<file path="src/rtl/bram_rsp.sv">
// rtl/bram_rsp.sv - valid/ready responder front-end for the bram block
module bram_rsp #(
  parameter int ADDR_SZ = 8,
  parameter int DATA_SZ = 16
) (
  input  logic               i_clk,
  input  logic               i_rst_n,
  input  logic               i_req_valid,
  output logic               o_req_ready,
  input  logic               i_req_wr,
  input  logic [ADDR_SZ-1:0] i_req_addr,
  input  logic [DATA_SZ-1:0] i_req_data,
  output logic               o_rsp_valid,
  input  logic               i_rsp_ready,
  output logic [DATA_SZ-1:0] o_rsp_data,
  output logic [ADDR_SZ-1:0] o_rsp_addr,
  output logic               o_wr_en,
  output logic [ADDR_SZ-1:0] o_waddr,
  output logic [DATA_SZ-1:0] o_wdata,
  output logic               o_rd_en,
  output logic [ADDR_SZ-1:0] o_raddr,
  input  logic [DATA_SZ-1:0] i_rdata
);

  logic [DATA_SZ-1:0] fifo_data [3];
  logic [ADDR_SZ-1:0] fifo_addr [3];
  logic [1:0]         count;
  logic [1:0]         wr_ptr;
  logic [1:0]         rd_ptr;
  logic               inflight;
  logic [ADDR_SZ-1:0] inflight_addr;
  logic               accept;
  logic               push;
  logic               pop;

  function automatic logic [1:0] ptr_inc(input logic [1:0] p);
    return (p == 2'd2) ? 2'd0 : p + 2'd1;
  endfunction

  // A read in flight already owns a FIFO slot, so credit counts it too.
  assign o_req_ready = i_rst_n & (({1'b0, count} + {2'b00, inflight}) < 3'd3);
  assign accept      = i_req_valid & o_req_ready;

  assign o_wr_en = accept & i_req_wr;
  assign o_rd_en = accept & ~i_req_wr;
  assign o_waddr = i_req_addr;
  assign o_raddr = i_req_addr;
  assign o_wdata = i_req_data;

  assign push        = inflight;
  assign o_rsp_valid = (count != 2'd0);
  assign pop         = o_rsp_valid & i_rsp_ready;
  assign o_rsp_data  = fifo_data[rd_ptr];
  assign o_rsp_addr  = fifo_addr[rd_ptr];

  always_ff @(posedge i_clk or negedge i_rst_n) begin
    if (!i_rst_n) begin
      inflight      <= 1'b0;
      inflight_addr <= '0;
      count         <= 2'd0;
      wr_ptr        <= 2'd0;
      rd_ptr        <= 2'd0;
    end else begin
      inflight <= o_rd_en;
      if (o_rd_en) begin
        inflight_addr <= i_req_addr;
      end
      if (push) begin
        wr_ptr <= ptr_inc(wr_ptr);
      end
      if (pop) begin
        rd_ptr <= ptr_inc(rd_ptr);
      end
      case ({push, pop})
        2'b10:   count <= count + 2'd1;
        2'b01:   count <= count - 2'd1;
        default: count <= count;
      endcase
    end
  end

  // Storage needs no reset; entries are only visible once counted.
  always_ff @(posedge i_clk) begin
    if (push) begin
      fifo_data[wr_ptr] <= i_rdata;
      fifo_addr[wr_ptr] <= inflight_addr;
    end
  end

  always_ff @(posedge i_clk) begin
    if (i_rst_n && push) begin
      assert (count != 2'd3);
    end
  end

endmodule
</file>
<file path="config.mk">
export PLATFORM = sky130hd
export DESIGN_NAME = bram_rsp
export DESIGN_NICKNAME = d
export VERILOG_FILES = /design/src/rtl/bram_rsp.sv
export SDC_FILE = /design/constraint.sdc
export NUM_CORES = 1
export LEC_CHECK = 0
export CAP_MARGIN = 20
export CORE_MARGIN = 3
export CORE_UTILIZATION = 43
export DETAILED_ROUTE_END_ITERATION = 6
export GPL_TIMING_DRIVEN = 0
export PLACE_DENSITY = 0.83
export SYNTH_ARGS = -nofsm -noshare
export SYNTH_HDL_FRONTEND = slang
export SYNTH_SLANG_ARGS = --single-unit
</file>
<file path="constraint.sdc">
create_clock -name i_clk -period 2.8 [get_ports i_clk]
set_input_delay 0.56 -clock i_clk [delete_from_list [all_inputs] [get_ports i_clk]]
set_output_delay 0.56 -clock i_clk [all_outputs]
set_load 0.02 [all_outputs]
</file>
# Word level (Yosys, flattened, before mapping)
# Memory sizes are Yosys's and may differ from the RTL's.
# Cells that the tools add are included.
# classes
mux,5
eq_ne,4
n_bitwise,6
magnitude_cmp,1
addsub,5
reduce_logical,2
# ops
cell,n
$add A2 B1 Y2 const B,3
$eq A2 B2 Y1 const B,3
$and A1 B1 Y1,5
$mux W2,2
$pmux W2 S2,1
$reduce_bool A2 Y1,2
$add A2 B1 Y3,1
$lt A3 B2 Y1 const B,1
$eq A2 B1 Y1 const B,1
$mux W1,2
$sub A2 B1 Y2 const B,1
$not A1 Y1,1
# word_totals
input_bits,45
word_cells,30
mem_bits_rw,72
memories,2
output_inout_bits,60
register_bits,15
# mem_list
memory,depth,width,rd,rd_clocked_by_memory_dff,wr,line_no,rtl
fifo_data,3,16,1,0,1,25,logic [DATA_SZ-1:0] fifo_data [3];
fifo_addr,3,8,1,0,1,26,logic [ADDR_SZ-1:0] fifo_addr [3];

# Depth between registers and ports, before layout
# Gate-level depths: netlist of the first run.
# depth
ltp_word,5
depth_mapped,6
depth_no_buf,6

# Worst setup path after synthesis of the first run
# No wires, ideal clock.
# synth_path
path_type,flip-flop to flip-flop
from,register inflight
to,"memory fifo_addr[2][0], enable pin"
stages_incl_launch_ff,3
required_ns,2.360
setup_ns,0.440
synth_period_minus_slack_ns,2.691
n_path_buf,0
path_slack_ns,0.109
arrival_ns,2.251
cell_sequence,dfrtp_1 -> inv_1 -> nor3b_1
# synth_between
elab_chain_len,2
# synth_lines
element,line_no,rtl
start: declaration,30,logic inflight;
start signal: assignment,64,inflight <= o_rd_en;
$mux W1,84,if (push) begin
$mux W1 (implied by the code),86,fifo_addr[wr_ptr] <= inflight_addr;
end: declaration,26,
# No other way between the ends.

# Final worst setup path of the first run
# layout_path
from,register rd_ptr[1]
to,output o_rsp_addr[7]
# layout_between
elab_chain_len,1
# layout_lines
element,line_no,rtl
start: declaration,29,logic [1:0] rd_ptr;
start signal: assignment,72,rd_ptr <= ptr_inc(rd_ptr);
$mem_v2 Z3 W8,--,
end: declaration,16,"output logic [ADDR_SZ-1:0] o_rsp_addr,"
# No other way between the ends.

==> PnR_summary.wiki, run 1 <==
{| class="wikitable"
! Metric !! Value
|-
| Run status || finished, final reports clean
|-
| Yosys synthesis warning count || 0
|-
| Quantity of I/O buffers inserted on ports || 88
|-
| Setup bufs post-CTS || 0
|-
| Power density over the cells || 907.7 mW/mm2
|-
| Latest clock arrival within the worst-skew pair || 0.35 ns
|-
| Actual slew at the worst max-slew pin || 0.8623 ns
|-
| H-Tree Level Count || 3
|-
| Fill cells || 592
|-
| Routed WL || 6.946 mm
|-
| Vias per Instance || 4.810
|-
| Number of placed cells counting well taps || 432
|-
| Die Span Y || 97.39 um
|-
| Hold Crit Class || in -> async
|-
| Data arrival time at the worst-slack endpoint || 2.17 ns
|-
| Number of iterations in the first detailed-routing pass || 4
|-
| Leading cell type in the layout, fill and taps excluded || sky130_fd_sc_hd__clkdlybuf4s50_1
|-
| Post-placement setup slack || -0.7092 ns
|-
| Lkg Pwr || 1.892 nW
|-
| Switch share || 32.04%
|-
| Worst Slack Setup Final || 0.06551 ns
|-
| Net switching power || 0.001430 W
|-
| Number of setup violations in the final report || 0
|-
| Pin count of the biggest net entering global routing || 17
|-
| EDFF count, synth || 72
|-
| DRT antenna net count || 0
|-
| Placed wire-length estimate || 4.965 mm
|-
| Post-synthesis instance total || 237
|-
| Register area || 0.002537 mm2
|-
| Global routing met2 resource utilization || 26.04%
|-
| Upper clock frequency limit || 365.7 MHz
|-
| Number of antenna violations at the first check in global routing || 0
|-
| Global route total overflow || 0
|-
| Max Cap Violations || 0
|-
| Die area || 0.009484 mm2
|-
| Area Overhead vs Synth || 36.93%
|-
| Max transition margin || 42.20%
|-
| Startpoint of the most critical register-to-register path || count[0]
|-
| WL per Instance || 15.54 um
|-
| Number of synthesized register bits || 87
|-
| Worst-case clock skew || 0.004692 ns
|-
| Post-synthesis instance area || 0.003591 mm2
|-
| Primary FF master, synth || sky130_fd_sc_hd__edfxtp_1
|-
| Clock transition time at the flip-flop clock pins of the worst setup and hold paths || 0.08 ns
|-
| Combinational share of power || 38.0%
|-
| Std-Cell Rows || 32
|-
| Class of the most critical setup path || reg -> out
|-
| Portion of total power attributed to the clock network || 22.7%
|-
| Kind of end point of the critical path || primary output
|-
| Post-synthesis net count || 285
|-
| Leading cell types in the layout, fill and taps excluded || sky130_fd_sc_hd__clkdlybuf4s50_1 (84), sky130_fd_sc_hd__edfxtp_1 (72), sky130_fd_sc_hd__buf_4 (34), sky130_fd_sc_hd__o21ai_0 (26), sky130_fd_sc_hd__nand2_1 (26)
|-
| Vias || 2,150
|-
| Sequential group share of total power || 39.3%
|-
| CTS hold repair buffers || 0
|-
| Combined global-route utilization of all metal layers || 15.00%
|-
| Non-filler cells, final || 447
|-
| Destination of the worst register-to-register timing path || inflight_addr[3]
|-
| Placeable core region || 0.007928 mm2
|-
| Number of clock sinks || 87
|-
| Final worst hold slack || 0.2299 ns
|-
| Number of hold violations in the final report || 0
|-
| Number of CTS-inserted buffers || 9
|-
| Boundary pin count || 105
|-
| Global-route wire length before repair || 11.14 mm
|-
| Area of combinational cells with multiple inputs || 762.0 um2
|-
| DIE WIDTH || 97.39 um
|-
| Critical path launch point || rd_ptr[1]
|-
| Master cell of the clock root buffer || sky130_fd_sc_hd__clkbuf_8
|-
| Post-synthesis average cell area || 15.15 um2
|-
| CP max FO || 10
|-
| Clock Tree Buf Depth || 2
|-
| Initial Utilization || 45.30%
|-
| Grt met3 use || 5.528%
|-
| Internal reg-to-reg setup slack || 0.80 ns
|-
| Count of distinct cell types in the synthesized netlist || 23
|-
| Cell internal pwr || 0.003033 W
|-
| Count of unresolved DRC violations after routing || 0
|-
| Placer Congestion || 0.6956
|-
| Iteration-0 DRC count of the detailed router || 55
|-
| Critical path data required time || 2.24 ns
|-
| Fraction of layout cells with a size suffix above 1 || 21.16%
|-
| CTS tree || done
|-
| Number of global-route vias before repair || 2,274
|-
| Setup repair after global routing missed its margin || true
|-
| Depth of the worst register-to-register path || 5
|-
| Worst IR drop on VDD || 0.4247 mV
|-
| Share of the yosys chip area belonging to registers || 70.66%
|-
| Max-slew violation count || 0
|-
| Critical Path Source Type || flip-flop
|-
| Time the worst path needs with I/O delays and setup || 2.734 ns
|-
| Busiest layer in global routing || met2
|-
| Final-stage net count || 389
|-
| Global routing met1 resource utilization || 17.02%
|-
| Fraction of registers with async set/reset || 17.24%
|-
| Number of diodes || 0
|-
| Fraction of the cycle the final worst path needs || 97.66%
|}
## logic make-up (layout without fill, tap and decap cells)
group,after synthesis,count (layout),share of synthesized area [%]
flip-flops,87,87,70.66
buffers and inverters,46,154,8.606
AND/OR/NAND/NOR,35,35,4.147
multiplexers,32,32,10.03
AO/OA/AOI/OAI,31,31,4.773
adder cells (fa/ha/maj),3,3,1.045
XOR/XNOR,3,3,0.7318
## stage by stage
stage	util (%)	area, um2	TNS [ns]	total power (W)
3_5_place_dp	59.09	4684	-1.662	0.003499
5_1_grt	62.03	4917	-0.8803	0.004664
4_1_cts	61.96	4912	0	0.004509
2_1_floorplan	-	3591	0	0.002727
6_report	62.03	4917	0	0.004463
3_3_place_gp	58.02	4599	-47.03	0.003420
## synthesized netlist by cell type, types with 3 or more instances
| library cell | instances | area (um2) |
|---|---|---|
| sky130_fd_sc_hd__edfxtp_1 | 72 | 2162 |
| sky130_fd_sc_hd__a21o_1 | 3 | 22.52 |
| sky130_fd_sc_hd__buf_4 | 34 | 255.2 |
| sky130_fd_sc_hd__mux2i_1 | 24 | 240.2 |
| sky130_fd_sc_hd__nand2_1 | 26 | 97.59 |
| sky130_fd_sc_hd__dfrtp_1 | 15 | 375.4 |
| sky130_fd_sc_hd__inv_1 | 4 | 15.01 |
| sky130_fd_sc_hd__mux2_4 | 8 | 120.1 |
| sky130_fd_sc_hd__ha_1 | 3 | 37.54 |
| sky130_fd_sc_hd__o21ai_0 | 26 | 130.1 |
| sky130_fd_sc_hd__clkbuf_1 | 6 | 22.52 |
## registers in the layout, indices dropped and copies added, names as in the netlist
register / flops
fifo_addr: 24
inflight: 1
wr_ptr: 2
rd_ptr: 2
inflight_addr: 8
fifo_data: 48
count: 2
## critical path, cell delays in order (launching register included)
cell                              delay (ns)
sky130_fd_sc_hd__dfrtp_1                0.33
sky130_fd_sc_hd__clkbuf_1               0.21
sky130_fd_sc_hd__buf_1                  0.43
sky130_fd_sc_hd__nand2_1                0.08
sky130_fd_sc_hd__o21ai_0                0.13
sky130_fd_sc_hd__clkdlybuf4s50_1        0.65
## metal layers
layer	vias to the layer above	wire, um
met3	9	561
met5	-	0
li1	1029	-
met1	1015	2842
met4	0	101
met2	97	3441
## what timing repair did
| item | in CTS | in global routing |
|---|---|---|
| setup endpoints to repair | 4 | 18 |
| pin swaps | 0 | 0 |
| gates cloned | 0 | 0 |
| gates resized for setup | 10 | 3 |
## power by group through the flow
stage / Sequential, W / Combinational [W] / Clock (W)
global route: 0.00178 / 0.00181 / 0.00107
finish: 0.00175 / 0.00170 / 0.00101
CTS: 0.00175 / 0.00172 / 0.00103
detailed placement: 0.00178 / 0.00172 / 0
global placement: 0.00176 / 0.00166 / 0
floorplan: 0.00174 / 0.000990 / 0
## worst max path at each step
| stage | slack (ns) | cells past startpoint | end |
|---|---|---|---|
| after floorplan | 0.11 | 2 | fifo_addr[2][0] |
| after global placement | -1.02 | 2 | fifo_data[2][3] |
| after detailed placement | -0.71 | 6 | o_rd_en |
| after CTS | 0.02 | 5 | o_rsp_addr[7] |
| after global routing | -0.09 | 5 | o_rsp_data[0] |
| final | 0.07 | 5 | o_rsp_addr[7] |
## final cells by class
type | instances | area share, %
Buffer | 42 | 6.005
Multi-Input combinational cell | 104 | 15.50
Sequential cell | 87 | 51.60
Tap cell | 102 | 2.595
Inverter | 4 | 0.3053
Clock buffer | 9 | 2.519
Clock inverter | 6 | 2.214
Timing Repair Buffer | 93 | 19.26
(Power assumes the default switching activity.)
==> inputs of run 2 (changes only) <==
Settings changed: PLACE_DENSITY 0.83 to not set, PLACE_DENSITY_LB_ADDON set to 0.3.
Clock period 2.8 ns to 2.3 ns, I/O delays scaled along.
==> PnR_summary.wiki, run 2 (synthesis results as in run 1) <==
{| class="wikitable"
! Metric !! Value
|-
| Run status || finished, final reports clean (unchanged)
|-
| Area Overhead vs Synth || 37.25% (was 36.93%)
|-
| Final core utilization || 62.17% (was 62.03%)
|-
| Vias || 2,126 (was 2,150)
|-
| Fraction of the cycle the final worst path needs || 97.63%
|-
| Biggest registers after layout || fifo_data (48), fifo_addr (24), inflight_addr (8) (unchanged)
|-
| Busiest layer in global routing || met2 (unchanged)
|-
| Lkg Pwr || 1.926 nW (was 1.892 nW)
|-
| Max-slew violation count || 0 (unchanged)
|-
| Worst IR drop on VDD || 0.5057 mV (was 0.4247 mV)
|-
| Setup repair after global routing missed its margin || true (unchanged)
|-
| Clock transition time at the flip-flop clock pins of the worst setup and hold paths || 0.08 ns (about the same)
|-
| Actual slew at the worst max-slew pin || 0.7340 ns (was 0.8623 ns)
|-
| Critical path data required time || 1.84 ns (was 2.24 ns)
|-
| Max transition margin || 51.02% (was 42.20%)
|-
| Area of combinational cells with multiple inputs || 789.5 um2 (was 762.0 um2)
|-
| Number of hold violations in the final report || 0 (unchanged)
|-
| WL per Instance || 14.50 um (was 15.54 um)
|-
| Latest clock arrival within the worst-skew pair || 0.33 ns (was 0.35 ns)
|-
| Largest register by flop count || fifo_data (unchanged)
|-
| Leading cell type in the layout, fill and taps excluded || sky130_fd_sc_hd__edfxtp_1 (was sky130_fd_sc_hd__clkdlybuf4s50_1)
|-
| Power density over the cells || 1030 mW/mm2 (was 907.7 mW/mm2)
|-
| Boundary pin count || 105 (unchanged)
|-
| CTS tree || done (unchanged)
|-
| Iteration-0 DRC count of the detailed router || 66 (was 55)
|-
| Kind of end point of the critical path || primary output (unchanged)
|-
| Initial Utilization || 45.30% (unchanged)
|-
| Master cell of the clock root buffer || sky130_fd_sc_hd__clkbuf_8 (unchanged)
|-
| Placeable core region || 0.007928 mm2 (unchanged)
|-
| Max Cap Violations || 0 (unchanged)
|-
| Routed WL || 6.527 mm (was 6.946 mm)
|-
| Final worst hold slack || 0.1488 ns (was 0.2299 ns)
|-
| Pin count of the biggest net entering global routing || 17 (unchanged)
|-
| Clock Tree Buf Depth || 2 (unchanged)
|-
| Register area || 0.002537 mm2 (unchanged)
|-
| Number of iterations in the first detailed-routing pass || 4 (unchanged)
|-
| Combined global-route utilization of all metal layers || 13.90% (was 15.00%)
|-
| Time the worst path needs with I/O delays and setup || 2.245 ns
|-
| Number of antenna violations at the first check in global routing || 0 (unchanged)
|-
| Number of setup violations in the final report || 0 (unchanged)
|-
| Number of diodes || 0 (unchanged)
|-
| Placer Congestion || 0.6874 (was 0.6956)
|-
| Placed wire-length estimate || 4.588 mm (was 4.965 mm)
|-
| DRT antenna net count || 0 (unchanged)
|-
| Worst-case clock skew || 0.006554 ns (was 0.004692 ns)
|-
| Class of the most critical setup path || reg -> out (unchanged)
|-
| Number of global-route vias before repair || 2,159 (was 2,274)
|-
| Die Span Y || 97.39 um (unchanged)
|-
| Number of clock sinks || 87 (unchanged)
|-
| H-Tree Level Count || 3 (unchanged)
|-
| Grt met3 use || 4.235% (was 5.528%)
|-
| Number of CTS-inserted buffers || 9 (unchanged)
|-
| Global routing met1 resource utilization || 16.56% (was 17.02%)
|-
| Global-route wire length before repair || 10.38 mm (was 11.14 mm)
|-
| Fraction of layout cells with a size suffix above 1 || 24.43% (was 21.16%)
|-
| DIE WIDTH || 97.39 um (unchanged)
|-
| Number of flip-flops under the largest register name || 48 (unchanged)
|-
| Leading cell types in the layout, fill and taps excluded || sky130_fd_sc_hd__edfxtp_1 (72), sky130_fd_sc_hd__clkdlybuf4s50_1 (60), sky130_fd_sc_hd__buf_4 (37), sky130_fd_sc_hd__nand2_1 (26), sky130_fd_sc_hd__o21ai_0 (25) (was sky130_fd_sc_hd__clkdlybuf4s50_1 (84), sky130_fd_sc_hd__edfxtp_1 (72), sky130_fd_sc_hd__buf_4 (34), sky130_fd_sc_hd__o21ai_0 (26), sky130_fd_sc_hd__nand2_1 (26))
|-
| Std-Cell Rows || 32 (unchanged)
|-
| Global routing met2 resource utilization || 23.99% (was 26.04%)
|-
| Global route total overflow || 0 (unchanged)
|-
| Data arrival time at the worst-slack endpoint || 1.79 ns (was 2.17 ns)
|-
| Quantity of I/O buffers inserted on ports || 88 (unchanged)
|-
| Fill cells || 617 (was 592)
|-
| CP max FO || 3 (was 10)
|-
| Final-stage net count || 391 (was 389)
|-
| Count of unresolved DRC violations after routing || 0 (unchanged)
|-
| Critical Path Source Type || flip-flop (unchanged)
|-
| Hold Crit Class || in -> async (unchanged)
|-
| Internal reg-to-reg setup slack || 0.40 ns (was 0.80 ns)
|-
| Vias per Instance || 4.724 (was 4.810)
|-
| Die area || 0.009484 mm2 (unchanged)
|-
| Upper clock frequency limit || 445.3 MHz
|}
## run 2: cell types whose count changed in the layout (fill, tap and decap cells not counted), sizes merged, moves of 2 or more
cell,before,now
clkbuf,13,19
dlygate4sd2,2,20
bufinv,3,1
clkinvlp,0,2
clkdlybuf4s15,1,3
clkdlybuf4s50,84,60
## run 2: path summary, 6_finish.rpt
path	start	to	cells past startpoint
setup / recovery	inflight	o_rd_en	6
hold / removal	i_rst_n	inflight_addr[0]	1
setup reg to reg	inflight	inflight_addr[6]	6
hold reg to reg	inflight_addr[3]	fifo_addr[2][3]	0
max in group asynchronous	i_rst_n	inflight_addr[3]	1
min in group i_clk	inflight_addr[3]	fifo_addr[2][3]	0
## run 2: critical path, cell delays in order, from the launching register on
cell	delay, ns
sky130_fd_sc_hd__dfrtp_1	0.39
sky130_fd_sc_hd__ha_2	0.20
sky130_fd_sc_hd__ha_4	0.21
sky130_fd_sc_hd__a2111o_1	0.37
sky130_fd_sc_hd__buf_6	0.13
sky130_fd_sc_hd__inv_4	0.04
sky130_fd_sc_hd__buf_6	0.10
## run 2: timing repair
item,in CTS,in global routing
pin swaps,2,0
setup endpoints to repair,27,7
hold buffers,0,0
setup buffers,2,2
hold endpoints to repair,0,0
resized for setup,52,12
## run 2: final cells by class
class / instances / area share (%)
repair buffers: 95 / 19.29
flip-flops and latches: 87 / 51.49
multi-input cells: 104 / 16.02
inverters: 4 / 0.3554
clock buffers: 10 / 2.589
plain buffers: 42 / 6.398
well taps: 102 / 2.589
clock inverters: 6 / 1.269
## run 2: stage by stage
stage / setup TNS (ns) / worst slack (ns) / instance area (um2) / power [W] / instances
after floorplan: 0 / 0.2037 / 3606 / 0.003333 / 237
after global placement: -24.45 / -0.9946 / 4614 / 0.004196 / 427
after detailed placement: -5.122 / -1.024 / 4712 / 0.004283 / 430
after CTS: -0.02111 / -0.02111 / 4920 / 0.005146 / 448
after global routing: -0.01020 / -0.01020 / 4928 / 0.005371 / 450
final: 0 / 0.05454 / 4928 / 0.005076 / 450
## run 2: report_power, final
group	switching, W	leakage (nW)	total (W)	internal, W
combinational	0.00108	1.00	0.00197	0.000885
sequential	0.000143	0.833	0.00213	0.00198
clock	0.000481	0.0899	0.000980	0.000498
total	0.00171	1.93	0.00508	0.00337
## run 2: metal layers
| metal | vias to the layer above | routed length (um) |
|---|---|---|
| met5 | - | 0 |
| met4 | 0 | 61 |
| met3 | 8 | 539 |
| met2 | 94 | 3248 |
| met1 | 989 | 2677 |
| li1 | 1035 | - |
